<file path="src/rtl/tlul_pkg.sv">
// Shared TL-UL definitions for the device-side response integrity path:
// integrity widths, payload layout and the response-integrity packing helper.
package tlul_pkg;

   localparam int H2DCmdIntgWidth = 7;
   localparam int D2HRspIntgWidth = 7;
   localparam int DataIntgWidth   = 7;
   localparam int H2DCmdMaxWidth  = 57;
   localparam int D2HRspMaxWidth  = 57;
   localparam int DataMaxWidth    = 32;
   localparam int TlSzW           = 2;

   typedef struct packed {
      logic [2:0]       opcode;
      logic [TlSzW-1:0] size;
      logic             error;
   } tl_d2h_rsp_intg_t;

   // Encoding is {skid_valid, out_valid}; 2'b10 can never occur.
   typedef enum logic [1:0] {
      StEmpty = 2'b00,
      StOne   = 2'b01,
      StFull  = 2'b11
   } skid_state_e;

   function automatic logic [D2HRspMaxWidth-1:0] extract_d2h_rsp_intg(tl_d2h_rsp_intg_t rsp);
      return D2HRspMaxWidth'(rsp);
   endfunction

endpackage

</file>
<file path="src/rtl/prim_secded_inv_39_32_enc.sv">
// Inverted Hsiao (39,32) SECDED encoder: 32 data bits followed by 7 check bits,
// with the check bits XORed by 7'h2A.
module prim_secded_inv_39_32_enc (
   input  logic [31:0] data_i,
   output logic [38:0] data_o
);

   logic [38:0] w_ext;
   logic [6:0]  w_check;

   assign w_ext = 39'(data_i);

   assign w_check[0] = ^(w_ext & 39'h002606BD25);
   assign w_check[1] = ^(w_ext & 39'h00DEBA8050);
   assign w_check[2] = ^(w_ext & 39'h00413D89AA);
   assign w_check[3] = ^(w_ext & 39'h0031234ED1);
   assign w_check[4] = ^(w_ext & 39'h00C2C1323B);
   assign w_check[5] = ^(w_ext & 39'h002DCC624C);
   assign w_check[6] = ^(w_ext & 39'h0098505586);

   assign data_o = {w_check ^ 7'h2A, data_i};

endmodule

</file>
<file path="src/rtl/prim_secded_inv_64_57_enc.sv">
// Inverted Hsiao (64,57) SECDED encoder: 57 data bits followed by 7 check bits,
// with the check bits XORed by 7'h2A so that all-zero data is not a valid codeword.
module prim_secded_inv_64_57_enc (
   input  logic [56:0] data_i,
   output logic [63:0] data_o
);

   logic [63:0] w_ext;
   logic [6:0]  w_check;

   assign w_ext = 64'(data_i);

   assign w_check[0] = ^(w_ext & 64'h0103FFF800007FFF);
   assign w_check[1] = ^(w_ext & 64'h017C1FF801FF801F);
   assign w_check[2] = ^(w_ext & 64'h01BDE1F87E0781E1);
   assign w_check[3] = ^(w_ext & 64'h01DEEE3B8E388E22);
   assign w_check[4] = ^(w_ext & 64'h01EF76CDB2C93244);
   assign w_check[5] = ^(w_ext & 64'h01F7BB56D5525488);
   assign w_check[6] = ^(w_ext & 64'h01FBDDA769A46910);

   assign data_o = {w_check ^ 7'h2A, data_i};

endmodule

</file>
<file path="src/rtl/tlul_rsp_intg_gen.sv">
// Combinational generation of D-channel response-command and data integrity,
// with optional pass-through of upstream-supplied integrity.
module tlul_rsp_intg_gen
   import tlul_pkg::*;
#(
   parameter bit EnableRspIntgGen  = 1'b1,
   parameter bit EnableDataIntgGen = 1'b1,
   parameter int SzW               = 2
) (
   input  logic [2:0]                 d_opcode_i,
   input  logic [SzW-1:0]             d_size_i,
   input  logic                       d_error_i,
   input  logic [DataMaxWidth-1:0]    d_data_i,
   input  logic [D2HRspIntgWidth-1:0] rsp_intg_i,
   input  logic [DataIntgWidth-1:0]   data_intg_i,
   output logic [D2HRspIntgWidth-1:0] rsp_intg_o,
   output logic [DataIntgWidth-1:0]   data_intg_o
);

   logic [D2HRspMaxWidth-1:0] w_rspPayload;
   logic [63:0]               w_rspCode;
   logic [38:0]               w_dataCode;
   logic                      w_unused;

   // Packing is error at bit 0, then size, then opcode, zero-extended.
   if (SzW == TlSzW) begin : g_pkgPack
      tl_d2h_rsp_intg_t w_rspFields;
      assign w_rspFields  = '{opcode: d_opcode_i, size: d_size_i, error: d_error_i};
      assign w_rspPayload = extract_d2h_rsp_intg(w_rspFields);
   end else begin : g_genericPack
      assign w_rspPayload = D2HRspMaxWidth'({d_opcode_i, d_size_i, d_error_i});
   end

   prim_secded_inv_64_57_enc u_rspEnc (
      .data_i (w_rspPayload),
      .data_o (w_rspCode)
   );

   prim_secded_inv_39_32_enc u_dataEnc (
      .data_i (d_data_i),
      .data_o (w_dataCode)
   );

   assign rsp_intg_o  = EnableRspIntgGen  ? w_rspCode[63:57]  : rsp_intg_i;
   assign data_intg_o = EnableDataIntgGen ? w_dataCode[38:32] : data_intg_i;

   assign w_unused = ^{rsp_intg_i, data_intg_i, w_rspCode[56:0], w_dataCode[31:0]};

endmodule

</file>
<file path="src/rtl/tlul_rsp_intg_gen_skid.sv">
// Device-side TL-UL D-channel egress: adds integrity to a raw response and
// presents it through a 2-entry skid buffer whose ready is purely registered.
module tlul_rsp_intg_gen_skid
   import tlul_pkg::*;
#(
   parameter bit EnableRspIntgGen  = 1'b1,
   parameter bit EnableDataIntgGen = 1'b1,
   parameter int SzW               = 2,
   parameter int AiW               = 8
) (
   input  logic                       clk_i,
   input  logic                       rst_i,
   input  logic                       d_valid_i,
   output logic                       d_ready_o,
   input  logic [2:0]                 d_opcode_i,
   input  logic [2:0]                 d_param_i,
   input  logic [SzW-1:0]             d_size_i,
   input  logic [AiW-1:0]             d_source_i,
   input  logic                       d_sink_i,
   input  logic [DataMaxWidth-1:0]    d_data_i,
   input  logic                       d_error_i,
   input  logic [D2HRspIntgWidth-1:0] rsp_intg_i,
   input  logic [DataIntgWidth-1:0]   data_intg_i,
   output logic                       d_valid_o,
   input  logic                       d_ready_i,
   output logic [2:0]                 d_opcode_o,
   output logic [2:0]                 d_param_o,
   output logic [SzW-1:0]             d_size_o,
   output logic [AiW-1:0]             d_source_o,
   output logic                       d_sink_o,
   output logic [DataMaxWidth-1:0]    d_data_o,
   output logic                       d_error_o,
   output logic [D2HRspIntgWidth-1:0] rsp_intg_o,
   output logic [DataIntgWidth-1:0]   data_intg_o
);

   localparam int PayloadW = 3 + 3 + SzW + AiW + 1 + DataMaxWidth + 1
                           + D2HRspIntgWidth + DataIntgWidth;

   logic [D2HRspIntgWidth-1:0] w_rspIntg;
   logic [DataIntgWidth-1:0]   w_dataIntg;
   logic [PayloadW-1:0]        w_inPayload;
   logic [PayloadW-1:0]        r_outPayload;
   logic [PayloadW-1:0]        r_skidPayload;
   skid_state_e                r_state;
   skid_state_e                w_stateNext;
   logic                       w_inFire;
   logic                       w_outFire;
   logic                       w_loadOutFromIn;
   logic                       w_loadOutFromSkid;
   logic                       w_loadSkid;

   tlul_rsp_intg_gen #(
      .EnableRspIntgGen  (EnableRspIntgGen),
      .EnableDataIntgGen (EnableDataIntgGen),
      .SzW               (SzW)
   ) u_intgGen (
      .d_opcode_i  (d_opcode_i),
      .d_size_i    (d_size_i),
      .d_error_i   (d_error_i),
      .d_data_i    (d_data_i),
      .rsp_intg_i  (rsp_intg_i),
      .data_intg_i (data_intg_i),
      .rsp_intg_o  (w_rspIntg),
      .data_intg_o (w_dataIntg)
   );

   assign w_inPayload = {d_opcode_i, d_param_i, d_size_i, d_source_i, d_sink_i,
                         d_data_i, d_error_i, w_rspIntg, w_dataIntg};

   // Both handshake outputs come straight from state bits, so d_ready_o never
   // depends combinationally on d_ready_i.
   assign d_valid_o = r_state[0];
   assign d_ready_o = ~r_state[1];
   assign w_inFire  = d_valid_i & d_ready_o;
   assign w_outFire = d_valid_o & d_ready_i;

   always_ff @(posedge clk_i) begin
      if (rst_i) begin
         r_state <= StEmpty;
      end else begin
         r_state <= w_stateNext;
      end
   end

   always_comb begin
      w_stateNext       = r_state;
      w_loadOutFromIn   = 1'b0;
      w_loadOutFromSkid = 1'b0;
      w_loadSkid        = 1'b0;
      unique case (r_state)
         StEmpty: begin
            if (w_inFire) begin
               w_loadOutFromIn = 1'b1;
               w_stateNext     = StOne;
            end
         end
         StOne: begin
            if (w_inFire && w_outFire) begin
               w_loadOutFromIn = 1'b1;
            end else if (w_inFire) begin
               w_loadSkid  = 1'b1;
               w_stateNext = StFull;
            end else if (w_outFire) begin
               w_stateNext = StEmpty;
            end
         end
         StFull: begin
            if (w_outFire) begin
               w_loadOutFromSkid = 1'b1;
               w_stateNext       = StOne;
            end
         end
         default: begin
            w_stateNext = StEmpty;
         end
      endcase
   end

   always_ff @(posedge clk_i) begin
      if (rst_i) begin
         r_outPayload  <= '0;
         r_skidPayload <= '0;
      end else begin
         if (w_loadOutFromIn) begin
            r_outPayload <= w_inPayload;
         end else if (w_loadOutFromSkid) begin
            r_outPayload <= r_skidPayload;
         end
         if (w_loadSkid) begin
            r_skidPayload <= w_inPayload;
         end
      end
   end

   assign {d_opcode_o, d_param_o, d_size_o, d_source_o, d_sink_o,
           d_data_o, d_error_o, rsp_intg_o, data_intg_o} = r_outPayload;

endmodule

</file>
<file path="config.mk">
export PLATFORM = sky130hd
export DESIGN_NAME = tlul_rsp_intg_gen_skid
export DESIGN_NICKNAME = d
export VERILOG_FILES = /design/src/rtl/tlul_pkg.sv /design/src/rtl/prim_secded_inv_39_32_enc.sv /design/src/rtl/prim_secded_inv_64_57_enc.sv /design/src/rtl/tlul_rsp_intg_gen.sv /design/src/rtl/tlul_rsp_intg_gen_skid.sv
export SDC_FILE = /design/constraint.sdc
export NUM_CORES = 1
export LEC_CHECK = 0
export BUFFER_PORTS_ARGS = -buffer_cell sky130_fd_sc_hd__buf_2
export CORE_MARGIN = 10
export CORE_UTILIZATION = 48
export DETAILED_ROUTE_END_ITERATION = 6
export PLACE_DENSITY = 0.82
export SYNTH_ARGS = -nofsm -noshare
export SYNTH_HDL_FRONTEND = slang
export SYNTH_SLANG_ARGS = --single-unit
</file>
<file path="constraint.sdc">
create_clock -name clk_i -period 3.8 [get_ports clk_i]
set_input_delay 0.57 -clock clk_i [delete_from_list [all_inputs] [get_ports clk_i]]
set_output_delay 0.57 -clock clk_i [all_outputs]
set_load 0.01 [all_outputs]
</file>
# Yosys cells after proc, flatten, opt, wreduce, memory -nomap -nowiden
# Cells that the tools add are included.
totals:
  inputBits: 68
  reg_bits: 130
  output_inout_bits: 66
  wordCells: 47
classes:
  muxes: 15
  n_reduce_logical: 18
  n_eq_ne: 6
  n_bitwise: 5
op_table:
  columns: ["op", "n"]
  rows:
  - ["64-bit XOR reduction", 7]
  - ["39-bit XOR reduction", 7]
  - ["64-bit 2-to-1 mux", 2]
  - ["2-bit 2-to-1 mux", 5]
  - ["1-bit 2-to-1 mux", 6]
  - ["2-bit != test (second input constant)", 3]
  - ["3-bit inverter", 2]
  - ["2-bit one-hot mux with 3 select lines", 1]
  - ["4-bit AND reduction", 1]
  - ["3-bit != test (second input constant)", 1]
  - ["1-bit bitwise AND", 2]
  - ["2-bit by 1-bit equality test with 1-bit output (second input constant)", 1]
  - ["2-bit equality test (second input constant)", 1]
  - ["2-bit logical NOT", 1]
  - ["1-bit one-hot mux with 2 select lines", 1]
  - ["2-bit nonzero test", 1]
  - ["1-bit logical AND", 1]
  - ["1-bit inverter", 1]

# Depth between registers and ports, before layout
logic_depth:
  word_depth: 6
  depth_mapped: 8
  ltp_nobuf: 7

# By module
# From an unflattened synthesis, not the netlist that was laid out.
unflattened:
  hier_cells: 831
  area_unflattened_um2: 8212.9
modules_own_cells:
  columns: ["mod", "area_each_um2", "seq_area_each_um2", "cells_each", "instances"]
  rows:
  - ["tlul_rsp_intg_gen_skid", 5585.4, 2602.5, 586, 1]
  - ["prim_secded_inv_64_57_enc", 1691.6, 0.0, 156, 1]
  - ["prim_secded_inv_39_32_enc", 932.1, 0.0, 88, 1]
  - ["tlul_rsp_intg_gen", 3.8, 0.0, 1, 1]

# Worst setup path before layout
# No wires, ideal clock.
synth_path:
  kind: "register -> register"
  startpoint: "reg r_state[0]"
  endpoint: "reg r_outPayload[12]"
  n_path_buf: 2
  arrival_time_ps: 1702
  required_time_ps: 3672
  period_less_slack_ps: 1830
  setup_ps: 128
  setup_slack_ps: 1970
  stages_incl_launch_ff: 8
  path_cell_list: "dfxtp_1 ha_1 nand3_1 clkbuf_1 buf_2 mux2_2 a21oi_1 nor2_1"
synth_via:
  elab_chain_cells: 5
  word_cells_on_any_way: 11
  classes_between: "2 x eq/ne; 5 x mux; 1 x bitwise; 3 x reduce/logical"
synth_lines:
  columns: ["element", "line", "text"]
  rows:
  - ["from (decl)", "tlul_rsp_intg_gen_skid.sv:45", "skid_state_e r_state;"]
  - ["from (signal assigned)", "tlul_rsp_intg_gen_skid.sv:80", "r_state <= StEmpty;"]
  - ["from (signal assigned)", "tlul_rsp_intg_gen_skid.sv:82", "r_state <= w_stateNext;"]
  - ["1-bit bitwise AND", "tlul_rsp_intg_gen_skid.sv:76", "assign w_outFire = d_valid_o & d_ready_i;"]
  - ["1-bit logical AND", "tlul_rsp_intg_gen_skid.sv:99", "if (w_inFire && w_outFire) begin"]
  - ["1-bit 2-to-1 mux", "tlul_rsp_intg_gen_skid.sv:99", null]
  - ["1-bit one-hot mux with 2 select lines", "tlul_rsp_intg_gen_skid.sv:91", "unique case (r_state)"]
  - ["64-bit 2-to-1 mux or 2-bit nonzero test (tied branches)", null, null]
  - ["to (signal assigned)", "tlul_rsp_intg_gen_skid.sv:126", "r_outPayload <= w_inPayload;"]
  - ["to (signal assigned)", "tlul_rsp_intg_gen_skid.sv:128", "r_outPayload <= r_skidPayload;"]
  - ["to (decl)", "tlul_rsp_intg_gen_skid.sv:43", "logic [PayloadW-1:0] r_outPayload;"]
# Parallel ways exist; a longest one is shown, timed or not.
# A chain may end at the register's enable or synchronous reset.

# Worst setup path in the final report
layout_path:
  startpoint: "reg r_state[0]"
  endpoint: "reg r_outPayload[28]"
# Same word-level chain as after synthesis.

==> results.cfg <==
[timing]
hold_violations = 0
clock_skew_ns = 0.00660
setup_violations = 0
max_slew_margin = 0.354
tightest_slew_ns = 0.966
final.setup.tns_ns = 0
fmax_mhz = 401
rsz0062_at_grt = false
min_period_ns = 2.50
slew_violations = 0
timing.final.crit_share = 0.657

[clock_tree]
cts_tree = yes
cts_hold_buffers = 0
cts_sinks = 126
cts.path.max_buffers = 2
cts_resized = 0
cts_setup_buffers = 0
clock_latency_ns = 0.42
htreeDepth = 4
cts-root-buf = clkbuf_16
cts_made_buffers = 17
clk_pin_slew_ns = 0.05

[floorplanning]
fp.dieH_um = 129
rows = 39
die_w_um = 129
io_pins = 134
start_util = 0.497
core_area_mm2 = 0.0116
dieArea_mm2 = 0.0168

[pwr]
net-switching-power_mw = 1.26
power_mw = 4.22
p_clk_frac = 0.365
power.density_mw_per_mm2 = 605
comb_power_share = 0.250
vdd_drop_max_uv = 399
intPower_mw = 2.95
p_sw_frac = 0.299
pwr-share-seq = 0.385
leakage_nw = 3.28

[routing]
first_pass_iters = 5
viasPerCell = 5.50
vias = 4858
postRouteAntennaNets = 0
drtIter0Drc = 423
drc_errors = 0
avgRoutedWirePerCell_um = 17.2
finalWirelength_mm = 15.2

[worst_setup_path]
rrSetupSlack_ns = 1.30
startpoint_type = flop
required_ns = 4.12
crit_path_end_kind = flop
startpoint = r_state[0]$_SDFFE_PP0P_
critPathArrivalTime_ns = 2.81
worst-path-max-fanout = 34
crit_type = reg -> reg
worstRegToRegCells = 5
cp-endpoint = r_outPayload[28]$_SDFFE_PP0P_
rr_endpoint = r_outPayload[28]$_SDFFE_PP0P_
reg2reg_from = r_state[0]$_SDFFE_PP0P_

[outcome]
status = complete, no violations

[logic_synthesis]
syn-num-nets = 703
ys_seq_area_frac = 0.439
avgSynthCellArea_um2 = 9.11
ys_ff_latch = 126
synth_ff_type = dfxtp_1
yosysWarningCount = 0
synth_cells = 631
synthTopCellsByArea = dfxtp_1 44%, mux2i_1 10%, a211oi_1 8.2%
yosys.cell_count.top_type = dfxtp_1
synthesis.area_mm2 = 0.00575
yosys.area.top_type = dfxtp_1
synth_cell_types = 27
ys_top_cells_by_count = 126 x dfxtp_1, 117 x nand2_1, 74 x nor2_1
synthArstFlopShare = 0
synth_top_area_frac = 0.439
synth_edf_count = 0

[layout]
fillers = 948
nets = 799
final_cells = 884
syn2layout_area_growth_pct = 21.3
drive_above_1_share = 0.222

[placement]
place_inst = 851
numPortBuffers = 119
place_congestion = 0.838
place_hpwl_mm = 10.5

[global_routing]
first_global_vias = 5045
grtUsageTotal = 0.184
grt_overflow_total = 0
grt_pass1_wl_mm = 24.7
grt_max_degree = 69
antenna_found_initial = 0

[job]
cap_viol_max_count = 0

[worst_hold_path]
hold_class = in -> reg
[cells in the final DEF, fill, tap and decap left out, types with 7 or more instances in the layout]
cell,synthesis,final
xnor2_1,33,33
nor2_1,74,74
a211oi_1,63,63
buf_2,12,118
a21oi_1,60,59
mux2i_1,59,59
buf_4,3,7
nand2_1,117,117
xor2_1,10,10
dfxtp_1,126,126
clkbuf_16,0,17
xnor3_1,13,13
[sequential cells by signal (all words and copies together), names as in the netlist]
register / count
r_state: 2
r_outPayload: 62
r_skidPayload: 62
[routing by layer]
layer	routed length [µm]	vias up	global-route usage	part of all wire
met2	7310	182	0.306	0.48
li1	-	2352	-	-
met3	1550	24	0.0771	0.10
met5	0	-	0	0
met1	6120	2300	0.208	0.40
met4	221	0	0.0694	0.015
[power by group through the flow]
stage                     Sequential [mW]  Clock, mW  Combinational, mW
after global routing                 1.64       1.62               1.18
after CTS                            1.62       1.57               1.07
after floorplan                      1.69          0              0.656
final                                1.62       1.54               1.05
after detailed placement             1.65          0               1.06
after global placement               1.63          0               1.02
[critical path: stages, from the launching register on]
cell and delay (ns):
dfxtp_1 0.56, ha_1 0.29, nand3_4 0.51, buf_4 0.54, mux2i_1 0.18, a211oi_1 0.29
[layout make-up]
type                            instances  area, µm²  share of cell area
Antenna cell                            2       5.00            0.000718
Clock buffer                           23        468              0.0671
Clock inverter                          8       90.1              0.0129
Inverter                                2       7.51             0.00108
Multi-Input combinational cell        454       3040               0.436
Sequential cell                       126       2520               0.362
Tap cell                              143        179              0.0257
Timing Repair Buffer                  126        663              0.0951
[how the worst min path moves through the flow]
| stage | cells past startpoint | start | end |
|---|---|---|---|
| final | 3 | d_param_i[1] | r_skidPayload[59]$_SDFFE_PP0P_ |
| after global placement | 2 | r_skidPayload[58]$_SDFFE_PP0P_ | r_skidPayload[58]$_SDFFE_PP0P_ |
| after floorplan | 2 | r_skidPayload[3]$_SDFFE_PP0P_ | r_skidPayload[3]$_SDFFE_PP0P_ |
| after CTS | 3 | d_param_i[1] | r_skidPayload[59]$_SDFFE_PP0P_ |
| after global routing | 3 | d_param_i[1] | r_skidPayload[59]$_SDFFE_PP0P_ |
| after detailed placement | 2 | r_skidPayload[37]$_SDFFE_PP0P_ | r_skidPayload[37]$_SDFFE_PP0P_ |
[logic make-up (layout without fill, tap and decap cells)]
kind of cell,count (synthesis),after routing,share of synthesized area
XOR/XNOR,60,60,0.130
multiplexers,63,63,0.111
flip-flops,126,126,0.439
AO/OA/AOI/OAI,127,127,0.139
buffers and inverters,51,159,0.0392
other,0,2,0
adder cells (fa/ha/maj),4,4,0.00871
AND/OR/NAND/NOR,200,200,0.133
[per-stage QoR]
| step | setup WS [ns] | area [µm²] | util | hold slack [ns] |
|---|---|---|---|---|
| after floorplan | 1.97 | 5750 | - | 0.434 |
| after global placement | 1.32 | 6410 | 0.554 | 0.441 |
| after detailed placement | 1.21 | 6410 | 0.554 | 0.446 |
| after CTS | 1.27 | 6970 | 0.603 | 0.379 |
| after global routing | 1.09 | 6970 | 0.603 | 0.407 |
| final | 1.30 | 6970 | 0.603 | 0.399 |
No activity file was read; power rests on OpenSTA's default activity.
